[src/rtl/if_stage.sv]
`default_nettype none
// ---------------------------------------------------------------------------
// if_stage : RV32I instruction fetch with IF/ID register, stall, redirect
// Rev 1.0
// ---------------------------------------------------------------------------
module if_stage #(
  parameter logic [31:0] RESET_PC = 32'h0000_0000,
  parameter logic [31:0] NOP_INST = 32'h0000_0013
) (
  input  logic        clk,
  input  logic        rst,
  output logic [29:0] imem_addr,
  input  logic [31:0] imem_data,
  input  logic        stall,
  input  logic        redirect_valid,
  input  logic [31:0] redirect_pc,
  output logic        id_valid,
  output logic [31:0] id_pc,
  output logic [31:0] id_pc_plus4,
  output logic [31:0] id_inst,
  output logic        id_fault,
  output logic [31:0] fetch_count
);

  typedef enum logic [0:0] {
    S_RUN  = 1'b0,
    S_HALT = 1'b1
  } state_t;

  state_t      r_state;
  logic [31:0] r_pc;
  logic [31:0] w_pc_plus4;
  logic [31:0] w_target;

  assign w_pc_plus4 = r_pc + 32'd4;
  // Bit 0 is dropped as JALR does; bit 1 still flags a misaligned word.
  assign w_target   = {redirect_pc[31:1], 1'b0};
  assign imem_addr  = r_pc[31:2];

  always_ff @(posedge clk or posedge rst) begin
    if (rst) begin
      r_state     <= S_RUN;
      r_pc        <= RESET_PC;
      id_valid    <= 1'b0;
      id_pc       <= 32'd0;
      id_pc_plus4 <= 32'd0;
      id_inst     <= NOP_INST;
      id_fault    <= 1'b0;
      fetch_count <= 32'd0;
    end else if (redirect_valid) begin
      r_pc        <= w_target;
      id_valid    <= 1'b0;
      id_pc       <= 32'd0;
      id_pc_plus4 <= 32'd0;
      id_inst     <= NOP_INST;
      if (w_target[1]) begin
        id_fault <= 1'b1;
        r_state  <= S_HALT;
      end else begin
        id_fault <= 1'b0;
        r_state  <= S_RUN;
      end
    end else if (r_state == S_RUN && !stall) begin
      r_pc        <= w_pc_plus4;
      id_valid    <= 1'b1;
      id_pc       <= r_pc;
      id_pc_plus4 <= w_pc_plus4;
      id_inst     <= imem_data;
      fetch_count <= fetch_count + 32'd1;
    end
  end

endmodule
`default_nettype wire

[config.mk]
export PLATFORM = sky130hd
export DESIGN_NAME = if_stage
export DESIGN_NICKNAME = d
export VERILOG_FILES = /design/src/rtl/if_stage.sv
export SDC_FILE = /design/constraint.sdc
export NUM_CORES = 1
export LEC_CHECK = 0
export ABC_CLOCK_PERIOD_IN_PS = 4750
export BUFFER_PORTS_ARGS = -buffer_cell sky130_fd_sc_hd__buf_2
export CAP_MARGIN = 20
export CORE_ASPECT_RATIO = 0.6
export CORE_MARGIN = 2
export CORE_UTILIZATION = 42
export DETAILED_ROUTE_END_ITERATION = 6
export PLACE_DENSITY = 0.73
export SYNTH_ARGS = -nofsm -noshare
export SYNTH_HDL_FRONTEND = slang
export SYNTH_SLANG_ARGS = --single-unit
[constraint.sdc]
create_clock -name clk -period 4.75 [get_ports clk]
set_input_delay 0.2375 -clock clk [delete_from_list [all_inputs] [get_ports clk]]
set_output_delay 0.2375 -clock clk [all_outputs]
set_load 0.02 [all_outputs]
==> results by group, run 1 <==
Place
  • HPWL Detailed: 15,800 um
  • Final RePlAce weighted congestion: 0.873
  • PortBufs: 226

Synthesis
  • Post-synthesis instance total: 867
  • Cell Area, Synth: 7980 um^2
  • Post-synth top area cell: sky130_fd_sc_hd__dfrtp_1
  • Prevailing post-synth register cell: sky130_fd_sc_hd__dfrtp_1
  • Sequential element share of the synthesized area: 0.499
  • Largest cells by area after synthesis: sky130_fd_sc_hd__dfrtp_1, sky130_fd_sc_hd__nand2_1, sky130_fd_sc_hd__xnor2_1
  • Mapped Nets: 937
  • Most numerous cell types in the synthesized netlist: sky130_fd_sc_hd__nand2_1, sky130_fd_sc_hd__dfrtp_1, sky130_fd_sc_hd__a21oi_1
  • #FFs+latches synth: 159
  • Most frequent cell after synthesis: sky130_fd_sc_hd__nand2_1
  • Dominant combinational cell family by area after synthesis: simple AND/OR/NAND/NOR gates
  • Share of flip-flops with an asynchronous set or reset: 1.00
  • Yosys warning count: 0
  • Netlist cell types: 53
  • Number of enable flip-flop cells after synthesis: 0
  • Synth Area in Adders: 0.00314
  • Simple-gate portion of the synthesized area: 0.232
  • XOR/XNOR Fraction of Synth Area: 0.0604
  • Area share of the largest cell type after synthesis: 0.489
  • Average footprint of a synthesized cell: 9.21 um^2
  • Portion of netlist area occupied by mux cells: 0.00141
  • Compound-cell area share of the yosys netlist: 0.117

Floorplanning
  • Number of I/O pins: 228
  • Core region area: 18,400 um^2
  • Placement Rows: 38
  • Chip height: 111 um
  • Initial core utilization: 0.435
  • Die width: 182 um
  • Floorplan die area: 20,200 um^2

Worst hold path
  • Type of the tightest min-delay check: in2async

GRT
  • Antenna violations before repair: 1
  • Total congestion overflow: 0
  • First-pass GRT wire length: 36,500 um
  • Pin count of the biggest net entering global routing: 88
  • Via count of the first global-routing pass: 6,556
  • Aggregate global-route resource usage: 0.229

Flow run
  • Reported max-cap violation count: 0

Setup path
  • Worst setup path category: reg2reg
  • Start point of the critical path: r_pc[2]
  • Highest net fanout along the worst path: 19
  • Critical Path End Type: register
  • Number of cell instances on the worst register-to-register path: 5
  • Startpoint types: register
  • Reg-to-reg startpoint: r_pc[2]
  • Data required time at the worst endpoint: 5.09 ns
  • Worst Path Arrival: 3.20 ns

STA
  • Number of setup violations in the final report: 0
  • Max-Slew Margin vs Limit: 0.306
  • Final-layout setup total negative slack: 0 ns
  • Portion of the clock cycle consumed by the worst path in the final layout: 0.601
  • Hold Slack: -0.0318 ns
  • Worst clock skew on the final layout: 0.0107 ns
  • Maximum achievable frequency: 351 MHz
  • Fin. max-slew vios: 0
  • Transition time at the pin with the least slew margin: 1.04 ns
  • Setup repair after global routing missed its margin: no
  • Final hold vios: 50
  • Clock period minus worst slack: 2.85 ns

Clock network
  • Postcts setup bufs: 0
  • Clock-pin slew reported for the worst setup and hold paths after clock tree synthesis: 0.07 ns
  • Cts bufs inserted: 17
  • Clock buffer depth: 2
  • CTS tree: built
  • Post_cts resized: 0
  • CTS Hold Bufs: 1
  • Root cell of the clock tree: sky130_fd_sc_hd__clkbuf_16
  • Clk sink count: 159
  • Clock Latency Late Sink: 0.43 ns
  • H-tree depth: 4

Layout
  • Area of combinational cells with multiple inputs: 3310 um^2
  • Filler cells: 1,743
  • Fraction of final layout cells with drive strength greater than 1: 0.277
  • Layout Nets: 1,087
  • Area growth from synthesis to layout: 18.7%
  • Combined flip-flop and latch cell area: 3980 um^2

Power
  • Leakage power total: 4.41 nW
  • IR drop worst, VDD: 0.214 mV
  • Pwr per Cell Area: 386 nW/um^2
  • Final total power: 3.66 mW

Routing
  • Antenna-violating nets left: 0
  • Routed via count divided by cell count: 5.54
  • Via count: 7,043
  • Post-route DRC: 0
  • DR iter-0 viols: 598
  • Average wire per cell in the routed design: 18.1 um
  • DRT Pass-1 Iters: 4
  • Sum of routed wire length over all layers: 23,100 um

Status
  • Violated checks: negative hold slack
  • Result of the run: finished with violations
-- through the flow --
stage	instance area [um^2]	hold slack (ns)	worst slack, ns	utilization	cells
final	9470	-0.0318	1.90	0.516	1271
after global routing	9470	0.0205	1.70	0.516	1270
after global placement	8830	0.444	1.96	0.481	1237
after CTS	9470	0.000118	1.88	0.516	1270
after detailed placement	8830	0.449	1.92	0.481	1237
after floorplan	7980	0.353	0.226	-	867
-- power by group --
part / internal (mW) / switching, mW
clock: 0.890 / 0.613
combinational: 0.188 / 0.373
sequential: 1.46 / 0.137
-- area by class of cell --
class	count	share of cell area
clock inverters	15	0.0218
diodes	1	0.000264
inverters	8	0.00370
flip-flops and latches	159	0.420
well taps	240	0.0317
multi-input cells	595	0.349
repair buffers	236	0.128
clock buffers	17	0.0449
-- cells by family (layout without fill, tap and decap cells) --
family,Yosys count,in the layout
mux,1,1
buf+inv,113,276
compound gates,162,162
xor+xnor,55,55
flops,159,159
simple gates,375,375
fa+ha+maj,2,2
other cells,0,1
-- final timing paths --
kind	endpoint	slack, ns
setup / recovery	id_pc_plus4[30]	1.90
hold / removal	id_pc[0]	-0.03
setup reg to reg	id_pc_plus4[30]	1.90
hold reg to reg	id_valid	0.49
max in group asynchronous	id_pc[13]	3.74
min in group clk	r_pc[10]	0.02
-- routing by layer --
layer,up-vias,global-route usage,wire length [um]
met5,-,0,0
met4,0,0.0575,276
met2,307,0.326,9850
li1,3300,-,-
met3,20,0.0621,2270
met1,3416,0.343,10700
-- placed cells by master, fill, tap and decap left out, types with 2 or more instances in the layout --
| cell | count |
|---|---|
| sky130_fd_sc_hd__a211oi_1 | 6 |
| sky130_fd_sc_hd__a21oi_1 | 69 |
| sky130_fd_sc_hd__a311oi_1 | 6 |
| sky130_fd_sc_hd__a31oi_1 | 17 |
| sky130_fd_sc_hd__and2_1 | 2 |
| sky130_fd_sc_hd__and3_1 | 9 |
| sky130_fd_sc_hd__and4_1 | 11 |
| sky130_fd_sc_hd__buf_2 | 225 |
| sky130_fd_sc_hd__buf_4 | 10 |
| sky130_fd_sc_hd__bufinv_16 | 4 |
| sky130_fd_sc_hd__clkbuf_16 | 17 |
| sky130_fd_sc_hd__clkinv_2 | 2 |
| sky130_fd_sc_hd__clkinvlp_4 | 2 |
| sky130_fd_sc_hd__dfrtp_1 | 156 |
| sky130_fd_sc_hd__dfstp_2 | 3 |
| sky130_fd_sc_hd__ha_1 | 2 |
| sky130_fd_sc_hd__inv_1 | 7 |
| sky130_fd_sc_hd__inv_6 | 7 |
| sky130_fd_sc_hd__nand2_1 | 176 |
| sky130_fd_sc_hd__nand3_1 | 34 |
| sky130_fd_sc_hd__nand4_1 | 28 |
| sky130_fd_sc_hd__nand4_2 | 3 |
| sky130_fd_sc_hd__nor2_1 | 39 |
| sky130_fd_sc_hd__nor3_1 | 17 |
| sky130_fd_sc_hd__nor4_1 | 13 |
| sky130_fd_sc_hd__o211ai_1 | 5 |
| sky130_fd_sc_hd__o21ai_0 | 42 |
| sky130_fd_sc_hd__o221ai_1 | 2 |
| sky130_fd_sc_hd__o31ai_1 | 10 |
| sky130_fd_sc_hd__or3_1 | 10 |
| sky130_fd_sc_hd__or3_2 | 3 |
| sky130_fd_sc_hd__or4_1 | 18 |
| sky130_fd_sc_hd__xnor2_1 | 40 |
| sky130_fd_sc_hd__xor2_1 | 15 |
-- registers in the layout, summed over array words and instances, names as in the netlist --
signal / flops
fetch_count: 32
id_inst: 32
id_pc: 32
r_pc: 31
id_pc_plus4: 30
id_valid: 1
r_state: 1
-- critical path, cell delays in order, from the launching register on --
cell and delay (ns):
sky130_fd_sc_hd__dfrtp_1 0.48, sky130_fd_sc_hd__ha_1 0.26, sky130_fd_sc_hd__nand3_1 0.42, sky130_fd_sc_hd__or3_1 0.82, sky130_fd_sc_hd__or4_1 0.61, sky130_fd_sc_hd__a31oi_1 0.17
Note: power is estimated with default switching activity, not from simulation.
==> run 2, diff against run 1 <==
Settings changed: ABC_CLOCK_PERIOD_IN_PS 4750 to 2800, PLACE_DENSITY 0.73 to 0.71.
Clock period 4.75 ns to 2.8 ns, I/O delays scaled along.
==> run 2 against run 1 <==
The flow now finishes without violations; combinational power up 93%; fmax grew 16%; sequential share of layout area is 2.8 points lower; clock power rose by 62%; final area increased by 7.3%; global-route usage is 1.3 points higher; cell count up 5.7%; largest cell class unchanged; setup slack worse by 1.6 ns; clock skew rose by 0.0052 ns; critical path type unchanged; highest routed layer unchanged; largest power group unchanged.
==> results by group, run 2 (synthesized netlist as in run 1, its figures left out) <==
Status
  • Result of the run: finished clean

STA
  • Number of setup violations in the final report: 0
  • Maximum achievable frequency: 408 MHz
  • Max-Slew Margin vs Limit: 0.511
  • Hold Slack: 0.0200 ns
  • Final-layout setup total negative slack: 0 ns
  • Final hold vios: 0
  • Transition time at the pin with the least slew margin: 0.731 ns
  • Worst clock skew on the final layout: 0.0159 ns
  • Setup repair after global routing missed its margin: no
  • Portion of the clock cycle consumed by the worst path in the final layout: 0.876
  • Clock period minus worst slack: 2.45 ns
  • Fin. max-slew vios: 0

Setup path
  • Number of cell instances on the worst register-to-register path: 5
  • Worst setup path category: reg2reg
  • Startpoint types: register
  • Data required time at the worst endpoint: 3.14 ns
  • Highest net fanout along the worst path: 19
  • Critical Path End Type: register
  • Worst Path Arrival: 2.79 ns

Floorplanning
  • Chip height: 111 um
  • Die width: 182 um
  • Initial core utilization: 0.435
  • Core region area: 18,400 um^2
  • Number of I/O pins: 228
  • Placement Rows: 38
  • Floorplan die area: 20,200 um^2

Routing
  • DRT Pass-1 Iters: 5
  • Sum of routed wire length over all layers: 24,200 um
  • Routed via count divided by cell count: 5.52
  • Antenna-violating nets left: 0
  • Post-route DRC: 0
  • DR iter-0 viols: 610
  • Via count: 7,419
  • Average wire per cell in the routed design: 18.0 um

Power
  • Final total power: 6.18 mW
  • Pwr per Cell Area: 608 nW/um^2
  • Leakage power total: 4.72 nW
  • IR drop worst, VDD: 0.435 mV

Clock network
  • H-tree depth: 4
  • Clk sink count: 159
  • Cts bufs inserted: 17
  • Clock Latency Late Sink: 0.43 ns
  • CTS tree: built
  • Clock buffer depth: 2
  • Clock-pin slew reported for the worst setup and hold paths after clock tree synthesis: 0.07 ns
  • Root cell of the clock tree: sky130_fd_sc_hd__clkbuf_16

GRT
  • Pin count of the biggest net entering global routing: 67
  • Grt met1 use: 0.359
  • First-pass GRT wire length: 38,700 um
  • Global routing usage on met3: 0.0792
  • Most crowded layer after global routing: met1
  • Via count of the first global-routing pass: 6,905
  • Met2 demand-to-capacity share in global routing: 0.340
  • Antenna violations before repair: 1
  • Aggregate global-route resource usage: 0.243
  • Total congestion overflow: 0

Layout
  • Filler cells: 1,665
  • Most frequent cells in the layout: sky130_fd_sc_hd__buf_2, sky130_fd_sc_hd__nand2_1, sky130_fd_sc_hd__dfrtp_1
  • Largest registers in the final layout: fetch_count (32), id_inst (32), id_pc (32)
  • Layout Nets: 1,160
  • Post-layout util: 0.554
  • Commonest non-fill, non-tap cell in the layout: sky130_fd_sc_hd__buf_2
  • Fraction of final layout cells with drive strength greater than 1: 0.273
  • Non-Filler Instances: 1,344
  • Area growth from synthesis to layout: 27.3%

Worst hold path
  • Type of the tightest min-delay check: in2reg
  • Depth of the worst hold-timing path: 3

Place
  • Total instance count after detailed placement: 1,253
  • PortBufs: 226
  • Final RePlAce weighted congestion: 0.856
  • HPWL Detailed: 16,600 um

Flow run
  • Reported max-cap violation count: 0
run 2: cell count changes in the layout (fill, tap and decap cells not counted), moves of 3 or more:
| cell | before | now |
|---|---|---|
| sky130_fd_sc_hd__inv_6 | 7 | 4 |
| sky130_fd_sc_hd__clkinv_4 | 1 | 4 |
| sky130_fd_sc_hd__buf_4 | 10 | 24 |
| sky130_fd_sc_hd__dlygate4sd3_1 | 1 | 58 |
run 2: final timing paths:
check                                start               to  slack [ns]
hold / removal             redirect_pc[26]         r_pc[26]        0.02
setup / recovery                   r_pc[3]         r_pc[26]        0.35
min in group asynchronous              rst         r_pc[21]        0.30
max in group asynchronous              rst          r_pc[4]        1.69
setup reg to reg                   r_pc[3]         r_pc[26]        0.35
hold reg to reg            fetch_count[31]  fetch_count[31]        0.48
run 2: repair_timing:
item,4_1_cts,5_1_grt
setup buffers,0,0
hold endpoints to repair,75,0
resized for setup,0,0
hold buffers,58,0
run 2: cell type report:
cell class	count	area (um^2)	area share
multi-input cells	595	3310	0.326
diodes	1	2.50	0.000246
clock inverters	13	151	0.0149
inverters	8	33.8	0.00333
repair buffers	309	1930	0.190
flip-flops and latches	159	3980	0.392
well taps	240	300	0.0296
clock buffers	19	453	0.0446
run 2: report_power, final:
| group | leakage [nW] | total (mW) | internal (mW) | switching (mW) |
|---|---|---|---|---|
| Combinational | 2.33 | 1.08 | 0.392 | 0.684 |
| Clock | 0.301 | 2.43 | 1.38 | 1.04 |
| Sequential | 2.08 | 2.67 | 2.47 | 0.205 |
| Total | 4.72 | 6.18 | 4.25 | 1.93 |
run 2: per-stage QoR:
step           instance area [um^2]  setup WS [ns]
2_1_floorplan                  7990          0.648
3_3_place_gp                   8970          0.446
3_5_place_dp                   8970          0.374
4_1_cts                       10200          0.352
5_1_grt                       10200          0.154
6_report                      10200          0.346
run 2: per-layer routing:
| metal | share of wire | wire, um |
|---|---|---|
| met5 | 0 | 0 |
| met4 | 0.016 | 383 |
| met3 | 0.091 | 2200 |
| met2 | 0.42 | 10100 |
| met1 | 0.47 | 11500 |
run 2: critical path, cell delays in order (launching register included):
cell                      delay, ns
sky130_fd_sc_hd__dfrtp_1       0.48
sky130_fd_sc_hd__ha_1          0.26
sky130_fd_sc_hd__nand3_1       0.14
sky130_fd_sc_hd__or3_1         0.69
sky130_fd_sc_hd__or4_1         0.59
sky130_fd_sc_hd__a31oi_1       0.19
==> run 3, diff against run 2 <==
==> constraint.sdc (replaced) <==
create_clock -name clk -period 2.8 [get_ports clk]
set_input_delay 0.56 -clock clk [delete_from_list [all_inputs] [get_ports clk]]
set_output_delay 0.56 -clock clk [all_outputs]
set_load 0.02 [all_outputs]
==> run 3 against run 2 <==
Combinational power is 6% lower; wire length is 4.2% lower; clock skew is 0.0013 ns lower; critical path type unchanged.
==> results by group, run 3 (synthesized netlist as in run 1, its figures left out) <==
STA
  • Setup repair after global routing missed its margin: no
  • Portion of the clock cycle consumed by the worst path in the final layout: 0.893
  • Final-layout setup total negative slack: 0 ns
  • Worst clock skew on the final layout: 0.0146 ns
  • Number of setup violations in the final report: 0
  • Maximum achievable frequency: 400 MHz
  • Final hold vios: 0
  • Transition time at the pin with the least slew margin: 0.699 ns
  • Max-Slew Margin vs Limit: 0.532
  • Fin. max-slew vios: 0
  • Clock period minus worst slack: 2.50 ns

Clock network
  • Cts bufs inserted: 17
  • CTS Hold Bufs: 0
  • Postcts setup bufs: 0
  • Clock buffer depth: 2
  • Root cell of the clock tree: sky130_fd_sc_hd__clkbuf_16
  • Clock-pin slew reported for the worst setup and hold paths after clock tree synthesis: 0.07 ns
  • H-tree depth: 4
  • Post_cts resized: 0
  • Clk sink count: 159
  • CTS tree: built
  • Clock Latency Late Sink: 0.43 ns

GRT
  • First-pass GRT wire length: 36,800 um
  • Aggregate global-route resource usage: 0.233
  • Antenna violations before repair: 5
  • Pin count of the biggest net entering global routing: 120
  • Via count of the first global-routing pass: 6,424
  • Total congestion overflow: 0

Power
  • Pwr per Cell Area: 626 nW/um^2
  • IR drop worst, VDD: 0.412 mV
  • Leakage power total: 4.47 nW
  • Final total power: 6.01 mW

Routing
  • Post-route DRC: 0
  • Antenna-violating nets left: 0
  • DRT Pass-1 Iters: 5
  • Average wire per cell in the routed design: 18.0 um
  • DR iter-0 viols: 726
  • Routed via count divided by cell count: 5.48
  • Sum of routed wire length over all layers: 23,200 um
  • Via count: 7,058

Setup path
  • Startpoint types: register
  • Standard cell with the maximum stage delay on the critical path: sky130_fd_sc_hd__or3_1
  • Highest net fanout along the worst path: 19
  • Data required time at the worst endpoint: 3.14 ns
  • Number of cell instances on the worst register-to-register path: 5
  • Kind of cell with the highest combined delay on the critical path: simple AND/OR/NAND/NOR gates
  • Worst Path Arrival: 2.84 ns
  • Critical Path End Type: register
  • Delay of the slowest critical-path stage: 0.70 ns
  • Reg2Reg Capture Point: r_pc[22]
  • Number of buffers and inverters on the critical path: 0
  • Worst-path cell chain: ha_1, nand3_1, or3_1, or4_1, a31oi_1
  • Cell depth of the worst setup path: 5
  • Worst setup path category: reg2reg
  • Flop2flop setup slack: 0.30 ns
  • Reg-to-reg startpoint: r_pc[3]
  • Critical path capture point: r_pc[22]
  • Start point of the critical path: r_pc[3]

Place
  • Total instance count after detailed placement: 1,252
  • PortBufs: 226
  • HPWL Detailed: 16,300 um
  • Final RePlAce weighted congestion: 0.872
  • Placed cell area: 9010 um^2

Worst hold path
  • Type of the tightest min-delay check: in2async

Floorplanning
  • Core region area: 18,400 um^2
  • Placement Rows: 38
  • Die width: 182 um
  • Chip height: 111 um
  • Initial core utilization: 0.435
  • Floorplan die area: 20,200 um^2
  • Number of I/O pins: 228

Layout
  • Most frequent cells in the layout: sky130_fd_sc_hd__buf_2, sky130_fd_sc_hd__nand2_1, sky130_fd_sc_hd__dfrtp_1
  • Commonest non-fill, non-tap cell in the layout: sky130_fd_sc_hd__buf_2
  • Fraction of final layout cells with drive strength greater than 1: 0.287
  • Layout Nets: 1,101
  • Largest registers in the final layout: fetch_count (32), id_inst (32), id_pc (32)
  • Cell area after layout: 9600 um^2
  • Area growth from synthesis to layout: 20.3%
  • Non-Filler Instances: 1,287

Status
  • Result of the run: finished clean

Flow run
  • Reported max-cap violation count: 0
==> run 3: metal layers <==
metal  GRT usage  share of wire  wire (um)  vias to the layer above
met1       0.350           0.46      10800                     3356
met4      0.0441         0.0077        179                        2
met5           0        0.00056         13                        -
li1            -              -          -                     3347
met2       0.317           0.42       9690                      335
met3      0.0884           0.11       2520                       18
==> run 3: area by class of cell <==
class	instances	area [um^2]
clock buffers	17	425
inverters	8	33.8
fillers	1760	8750
clock inverters	15	150
repair buffers	250	1390
multi-input cells	595	3310
well taps	240	300
flip-flops and latches	159	3980
diodes	3	7.51
==> run 3: worst min-delay path by stage <==
stage	cells past startpoint	startpoint	slack (ns)	end
2_1_floorplan	2	r_pc[1]	0.50	id_pc[1]
3_3_place_gp	1	fetch_count[31]	0.46	fetch_count[31]
3_5_place_dp	1	fetch_count[31]	0.46	fetch_count[31]
4_1_cts	2	rst	0.24	id_pc_plus4[19]
5_1_grt	2	rst	0.26	fetch_count[31]
6_report	2	rst	0.22	id_pc_plus4[19]
==> run 3: per-stage QoR <==
stage          setup slack (ns)  hold slack [ns]  utilization
5_1_grt                   0.119            0.261        0.523
6_report                  0.299            0.224        0.523
4_1_cts                   0.309            0.237        0.523
2_1_floorplan             0.228            0.497            -
3_3_place_gp              0.406            0.458        0.491
3_5_place_dp              0.349            0.461        0.491
==> run 3: power breakdown <==
part           switching, mW  total (mW)  internal [mW]
Clock                   1.07        2.32           1.25
Sequential             0.208        2.68           2.47
Combinational          0.665        1.01          0.347
Total                   1.94        6.01           4.07
